$ cat src/rtl/jof32_rf_pkg.sv
// Shared widths and types for the sixteen-entry register bank
// and its write-back scoreboard.
package jof32_rf_pkg;

    localparam int DATA_W       = 32;
    localparam int ADDR_W       = 4;
    localparam int NUM_REGS     = 16;
    localparam int MAX_INFLIGHT = 3;
    localparam int CNT_W        = $clog2(MAX_INFLIGHT + 1);

    typedef logic [ADDR_W-1:0] reg_addr_t;
    typedef logic [DATA_W-1:0] reg_data_t;
    typedef logic [CNT_W-1:0]  sb_cnt_t;

endpackage

$ cat src/rtl/sb_slot.sv
// One register's in-flight write counter: decode increments it at issue,
// write-back decrements it at retire, and a retire against zero is flagged.
module sb_slot
    import jof32_rf_pkg::*;
#(
    parameter int SLOT_MAX = MAX_INFLIGHT,
    parameter int SLOT_W   = CNT_W
) (
    input  logic              clk,
    input  logic              rst,
    input  logic              ret,
    input  logic              inc,
    input  logic              wb_hit,
    output logic [SLOT_W-1:0] cnt,
    output logic              busy,
    output logic              underflow
);

    localparam logic [SLOT_W-1:0] CNT_MAX = SLOT_W'(SLOT_MAX);

    // A retire and an issue in the same cycle cancel; increments saturate.
    always_ff @(posedge clk) begin
        if (rst) begin
            cnt <= '0;
        end else if (ret && !inc) begin
            cnt <= cnt - 1'b1;
        end else if (inc && !ret && cnt != CNT_MAX) begin
            cnt <= cnt + 1'b1;
        end
    end

    assign busy      = (cnt != '0);
    assign underflow = wb_hit && (cnt == '0);

endmodule

$ cat src/rtl/reg_bank_wb.sv
// Register bank terminating write-back, with bypassed read ports and a
// per-register scoreboard that stalls decode on unsafe operands.
module reg_bank_wb
    import jof32_rf_pkg::*;
#(
    parameter int DATA_W       = jof32_rf_pkg::DATA_W,
    parameter int ADDR_W       = jof32_rf_pkg::ADDR_W,
    parameter int NUM_REGS     = jof32_rf_pkg::NUM_REGS,
    parameter int MAX_INFLIGHT = jof32_rf_pkg::MAX_INFLIGHT
) (
    input  logic                clk,
    input  logic                rst,
    input  logic                reg_wr_in,
    input  logic [ADDR_W-1:0]   dir_wb_in,
    input  logic [DATA_W-1:0]   data_wb_in,
    input  logic [ADDR_W-1:0]   rd_a_addr,
    input  logic [ADDR_W-1:0]   rd_b_addr,
    output logic [DATA_W-1:0]   rd_a_data,
    output logic [DATA_W-1:0]   rd_b_data,
    input  logic                src_a_used,
    input  logic                src_b_used,
    input  logic                issue_valid,
    input  logic                issue_wr,
    input  logic [ADDR_W-1:0]   issue_dst,
    output logic                stall,
    output logic [NUM_REGS-1:0] pending,
    output logic                sb_err
);

    localparam int CW = $clog2(MAX_INFLIGHT + 1);
    localparam logic [CW-1:0] CNT_MAX = CW'(MAX_INFLIGHT);

    logic [DATA_W-1:0]   regs [NUM_REGS];
    logic [CW-1:0]       cnt  [NUM_REGS];
    logic [CW-1:0]       eff  [NUM_REGS];
    logic [NUM_REGS-1:0] wb_hit, ret, inc, busy, underflow;
    logic                acc;

    assign acc = issue_valid && !stall;

    for (genvar r = 0; r < NUM_REGS; r++) begin : g_slot
        assign wb_hit[r] = reg_wr_in && (dir_wb_in == ADDR_W'(r));
        assign ret[r]    = wb_hit[r] && busy[r];
        assign inc[r]    = acc && issue_wr && (issue_dst == ADDR_W'(r));
        assign eff[r]    = cnt[r] - CW'(ret[r]);

        sb_slot #(
            .SLOT_MAX (MAX_INFLIGHT),
            .SLOT_W   (CW)
        ) u_slot (
            .clk       (clk),
            .rst       (rst),
            .ret       (ret[r]),
            .inc       (inc[r]),
            .wb_hit    (wb_hit[r]),
            .cnt       (cnt[r]),
            .busy      (busy[r]),
            .underflow (underflow[r])
        );
    end

    assign pending = busy;

    // Source hazards use the post-retire count so a same-cycle retire unblocks.
    always_comb begin
        stall = 1'b0;
        if (issue_valid) begin
            if (src_a_used && eff[rd_a_addr] != '0) stall = 1'b1;
            if (src_b_used && eff[rd_b_addr] != '0) stall = 1'b1;
            if (issue_wr && cnt[issue_dst] == CNT_MAX) stall = 1'b1;
        end
    end

    always_ff @(posedge clk) begin
        if (rst) begin
            sb_err <= 1'b0;
        end else if (|underflow) begin
            sb_err <= 1'b1;
        end
    end

    always_ff @(posedge clk) begin
        if (rst) begin
            for (int i = 0; i < NUM_REGS; i++) regs[i] <= '0;
        end else if (reg_wr_in) begin
            regs[dir_wb_in] <= data_wb_in;
        end
    end

    always_comb begin
        rd_a_data = regs[rd_a_addr];
        rd_b_data = regs[rd_b_addr];
        if (reg_wr_in && dir_wb_in == rd_a_addr) rd_a_data = data_wb_in;
        if (reg_wr_in && dir_wb_in == rd_b_addr) rd_b_data = data_wb_in;
    end

endmodule

$ cat config.mk
export PLATFORM = sky130hd
export DESIGN_NAME = reg_bank_wb
export DESIGN_NICKNAME = d
export VERILOG_FILES = /design/src/rtl/jof32_rf_pkg.sv /design/src/rtl/sb_slot.sv /design/src/rtl/reg_bank_wb.sv
export SDC_FILE = /design/constraint.sdc
export NUM_CORES = 1
export LEC_CHECK = 0
export ABC_AREA = 0
export CAP_MARGIN = 5
export CORE_UTILIZATION = 45
export DETAILED_ROUTE_END_ITERATION = 10
export SYNTH_ARGS = -nofsm -noshare
export SYNTH_HDL_FRONTEND = slang
export SYNTH_SLANG_ARGS = --single-unit
$ cat constraint.sdc
create_clock -name clk -period 5.64 [get_ports clk]
set_input_delay 0.846 -clock clk [delete_from_list [all_inputs] [get_ports clk]]
set_output_delay 0.846 -clock clk [all_outputs]
set_load 0.02 [all_outputs]
# Yosys cells after proc, flatten, opt, wreduce, memory -nomap -nowiden
# Memory sizes are Yosys's and may differ from the RTL's.
# Index checks and enable logic that the tools add are counted.
# classes
order_cmp	3
n_eq_ne	49
n_addsub	48
reduce_logical	206
n_mux	55
bitwise	3
# ops
cell	count
$logic_and 1x1->1	119
$mux 32	3
$mux 2	38
$reduce_bool 2->1	34
$eq 4x4->1 const B	16
$logic_not 1->1	33
$add 2x1->2 const B	16
$eq 4x3->1 const B	8
$logic_not 2->1	16
$ne 2x2->1 const B	16
$reduce_or 32->1	1
$sub 2x1->2	16
$sub 2x1->2 const B	16
$bmux 2 s4	3
$eq 4x2->1 const B	4
$reduce_or 16->1	1
$ge 5x5->1 const B	3
$not 4->5	3
$mux 1	10
$eq 4x1->1 const B	2
$eq 4x4->1	2
$logic_not 4->1	2
$mux 4	1
$eq 2x2->1 const B	1
# totals
register_bits	33
elab_cells	382
mem_count	1
in_bits	55
mem_bits_rw	512
# mem_list
name	words	width	read_ports	rd_ports_with_merged_regs	write_ports	line	text
regs	16	32	2	0	16	reg_bank_wb.sv:33	logic [DATA_W-1:0] regs [NUM_REGS];

# Longest topological paths before layout
# logic_depth
word_depth	21
ltp_mapped	16
ltp_nobuf	13

# By module
# From an unflattened synthesis, not the netlist that was laid out.
# unflattened
hier_cells	2071
area_unflattened_um2	30904.6
# by_module_without_submodules
module	cells_per_inst	area_per_inst_um2	instances
reg_bank_wb	1847	28922.7	1
sb_slot	14	123.9	16

# Worst setup path after synthesis
# No wires, ideal clock.
# synth_path
path_kind	in2out
startpoint	input dir_wb_in[1]
endpoint	output stall
arrival_ns	3.531
path_stages	14
required_time_ns	4.794
slack_ns	1.263
n_path_buf	4
cell_sequence	clkbuf_1 > buf_1 > nor2_1 > nand2_1 > nor2_1 > ha_1 > xnor2_1 > nand2_1 > mux4_2 > o2111a_1 > or2_1 > buf_6 > buf_6 > o21a_1
# synth_via
elab_chain_len	13
word_cells_on_any_way	78
# synth_lines
item	line	text
start, declared	reg_bank_wb.sv:14	input logic [ADDR_W-1:0] dir_wb_in,
$eq 4x4->1 (tied with other cells)	reg_bank_wb.sv:42	assign wb_hit[r] = reg_wr_in && (dir_wb_in == ADDR_W'(r));
$logic_and 1x1->1	reg_bank_wb.sv:42	
$logic_and 1x1->1	reg_bank_wb.sv:43	assign ret[r] = wb_hit[r] && busy[r];
$sub 2x1->2	reg_bank_wb.sv:45	assign eff[r] = cnt[r] - CW'(ret[r]);
$bmux 2 s4	reg_bank_wb.sv:68	if (src_a_used && eff[rd_a_addr] != '0) stall = 1'b1;
$mux 2 (implied by the code) (2 in a row)	reg_bank_wb.sv:68	
$reduce_bool 2->1	reg_bank_wb.sv:68	
$logic_and 1x1->1	reg_bank_wb.sv:68	
$mux 1	reg_bank_wb.sv:68	
$mux 1 (*)	reg_bank_wb.sv:69	if (src_b_used && eff[rd_b_addr] != '0) stall = 1'b1;
$mux 1 (*)	reg_bank_wb.sv:70	if (issue_wr && cnt[issue_dst] == CNT_MAX) stall = 1'b1;
$mux 1 (*)	reg_bank_wb.sv:67	if (issue_valid) begin
end, declared	reg_bank_wb.sv:25	output logic stall,
# Mark *: on every way between the ends. The rest lies on a longest branch, timed or not. The select of a mux whose other input is x is not followed.

# Worst setup path after layout
# layout_path
startpoint	input reg_wr_in
endpoint	output stall
# layout_via
elab_chain_len	12
word_cells_on_any_way	62
# layout_lines
item	line	text
start, declared	reg_bank_wb.sv:13	input logic reg_wr_in,
$logic_and 1x1->1	reg_bank_wb.sv:42	
$logic_and 1x1->1	reg_bank_wb.sv:43	
$sub 2x1->2	reg_bank_wb.sv:45	
$bmux 2 s4	reg_bank_wb.sv:68	
$mux 2 (implied by the code) (2 in a row)	reg_bank_wb.sv:68	
$reduce_bool 2->1	reg_bank_wb.sv:68	
$logic_and 1x1->1	reg_bank_wb.sv:68	
$mux 1	reg_bank_wb.sv:68	
$mux 1 (*)	reg_bank_wb.sv:69	
$mux 1 (*)	reg_bank_wb.sv:70	
$mux 1 (*)	reg_bank_wb.sv:67	
# Marked as above.

==> flow_metrics.tcl <==
set metrics [dict create \
    status "finished clean" \
    endpoint "stall" \
    synth-xor-area-share_pct 0.676 \
    die-area_mm2 0.0701 \
    worst_slew_pin_slew_ps 1100 \
    start_util_pct 45.9 \
    cap_violations 0 \
    ir_drop_mv 0.275 \
    pre_cts_slack_ps 254 \
    synth_top_area_share_pct 49.5 \
    fin_ws_ps 239 \
    cts_sinks 545 \
    fin_util_pct 52.6 \
    rsz0062_at_grt "no" \
    antenna_left 0 \
    slew_violations 0 \
    antenna_cells 0 \
    critPathCaptureType "output pin" \
    postCtsResizedCells 0 \
    synthFlopType "edfxtp_1" \
    ios 137 \
    area_growth_pct 14.7 \
    grt_pass1_wl_um 143000 \
    async_flop_share_pct 0 \
    drt-initial-drc-count 2309 \
    clk_pin_slew_worst_paths_ps 60 \
    grt_use_total_pct 28.6 \
    die_w_um 265 \
    clk_latency_ps 650 \
    grt_start_max_net_pins 70 \
    path_class "input port to output pin" \
    drc 0 \
    power_density_mw_per_mm2 291 \
    place_congestion 0.925 \
    synth_area_mm2 0.0311 \
    syn_area_per_cell_um2 14.6 \
    yosys.area_share.simple_pct 14.7 \
    rows 95 \
    cts_hold_buf 0 \
    clockBufferDepth 3 \
    antenna_found_initial 4 \
    muxShareOfSynthArea_pct 27.0 \
    yosysUniqueCellTypes 62 \
    crit_start "reg_wr_in" \
    wirelength_um 99400 \
    critPathLaunchType "input port" \
    synth_top_family_by_area "multiplexers" \
    grt_pass1_vias 20541 \
    regToRegEndpoint "g_slot[6].u_slot.cnt[0]$_SDFFE_PP0P_" \
    synth-compound-area-share_pct 2.28 \
    setup_viol 0 \
    synthTopCellsByArea "edfxtp_1 (49%), mux4_2 (24%), and2_1 (10%), mux2_2 (2.4%), dfxtp_1 (2.1%)" \
    vias 19980 \
    synth_edf_count 512 \
    finalSetupTns_ps 0 \
    yosysWarnings 0 \
    post_drt_wl_per_cell_um 31.7 \
    dp.final_hpwl_um 58000 \
    syn_nets 2200 \
    postCtsSetupRepairBufs 0 \
    arrival_ps 4550 \
    htree_levels 2 \
    cts_tree "done" \
    fin_nets 2283 \
    grt.overflow.total 0 \
    min_path_type "flop to flop" \
    rrSetupSlack_ps 1550 \
    vias_per_cell 6.37 \
    cts_made_buffers 61 \
    synth_sequential_area_ratio_pct 51.6 \
    dr.pass1.iters 6 \
    die_h_um 265 \
    fmax_ghz 0.185 \
    fillers 5556 \
    ys_ff_latch 545 \
    critPathRequiredTime_ps 4790 \
    postSynthCellCount 2129 \
    synthAdderAreaFrac_pct 0.644 \
    skew_ps 7.50 \
    yosys.area.top_type "edfxtp_1" \
    worstReg2RegStart "g_slot[13].u_slot.cnt[1]$_SDFFE_PP0P_" \
    path_max_fanout 10 \
    finalHoldViolations 0 \
    core-area_mm2 0.0678 \
    slew_headroom_pct 26.5 \
    p_leak_nw 12.1 \
    synth_most_common_cell "and2_1" \
    cts-root-buf "clkbuf_16" \
    fin_crit_sh_pct 95.8 \
    drive_gt1_share_pct 28.2 \
    port_buffers 136 \
    finalCriticalPeriod_ps 5400 \
    yosys-top-cells-count "and2_1 (515), edfxtp_1 (512), mux4_2 (329)" \
    ff2ff_path_depth 11 \
]
-- placed cells by master, fill, tap and decap left out, types with 17 or more instances in the layout --
cell type	netlist	layout
inv_1	32	32
nand2_1	73	57
o21ai_0	30	30
xnor2_1	22	22
clkbuf_16	0	62
nor3_1	37	31
clkdlybuf4s50_1	0	128
nor2_1	69	57
mux2i_1	21	21
clkinv_1	2	17
edfxtp_1	512	512
mux4_2	329	329
buf_4	16	75
and2_1	515	515
mux2_2	67	67
a21oi_1	22	22
nand3_1	24	24
dfxtp_1	33	33
-- sequential cells by signal, indices dropped and copies added, names as in the netlist --
register           flops
sb_err                 1
regs                 512
g_slot.u_slot.cnt     32
-- area by class of cell --
| type | instances | area [µm²] | area share [%] |
|---|---|---|---|
| clock buffers | 69 | 1580 | 4.43 |
| clock inverters | 45 | 449 | 1.26 |
| inverters | 34 | 128 | 0.358 |
| multi-input cells | 1351 | 14200 | 40.0 |
| flip-flops and latches | 545 | 16000 | 45.0 |
| well taps | 873 | 1090 | 3.07 |
| repair buffers | 219 | 2110 | 5.91 |
-- layer usage --
metal  global-route usage, %  vias to the layer above  share of wire (%)
met5                       0                        -              0.022
met4                    7.37                        4                2.3
met3                    4.89                      169                8.5
met2                    47.2                      987                 49
met1                    39.4                    10470                 40
li1                        -                     8350                  -
-- power by group --
part	leakage, nW	switching [mW]	internal (mW)
clock network	0.991	1.74	2.37
logic	5.91	0.776	0.727
registers	5.17	0.107	4.65
total	12.1	2.62	7.75
-- worst max-delay path, stage by stage --
cell and delay [ps]:
clkdlybuf4s50_1 540, clkinv_1 280, nor2_1 380, nand3_1 280, nor2_1 160, ha_1 170, xnor2_1 110, nand2_1 90
mux4_2 470, o2111a_1 260, or2_1 250, o21a_1 190, clkdlybuf4s50_1 540
-- kinds of logic after synthesis --
kind of cell,Yosys count
buffers and inverters,233
adders and majority gates,16
muxes,419
DFF,545
xor gates and xnor gates,24
AOI/OAI and AO/OA,106
and+or+nand+nor,786
-- worst min-delay path by stage --
stage | from | end | slack [ps] | cells past startpoint
after floorplan | g_slot[4].u_slot.cnt[0]$_SDFFE_PP0P_ | g_slot[4].u_slot.cnt[1]$_SDFFE_PP0P_ | 470 | 2
after global placement | g_slot[4].u_slot.cnt[0]$_SDFFE_PP0P_ | g_slot[4].u_slot.cnt[1]$_SDFFE_PP0P_ | 520 | 2
after detailed placement | g_slot[3].u_slot.cnt[0]$_SDFFE_PP0P_ | g_slot[3].u_slot.cnt[1]$_SDFFE_PP0P_ | 540 | 2
after CTS | g_slot[3].u_slot.cnt[0]$_SDFFE_PP0P_ | g_slot[3].u_slot.cnt[1]$_SDFFE_PP0P_ | 550 | 2
after global routing | g_slot[9].u_slot.cnt[1]$_SDFFE_PP0P_ | g_slot[9].u_slot.cnt[1]$_SDFFE_PP0P_ | 590 | 2
final | g_slot[3].u_slot.cnt[0]$_SDFFE_PP0P_ | g_slot[3].u_slot.cnt[1]$_SDFFE_PP0P_ | 550 | 2
-- per-stage QoR --
step	std cells	power, mW	instance area, µm²	hold slack [ps]
after detailed placement	3022	6.35	33600	537
final	3136	10.4	35600	552
after global placement	3022	6.32	33600	521
after CTS	3136	10.4	35600	545
after floorplan	2129	5.72	31100	467
after global routing	3136	10.6	35600	591
(Power assumes the default switching activity.)
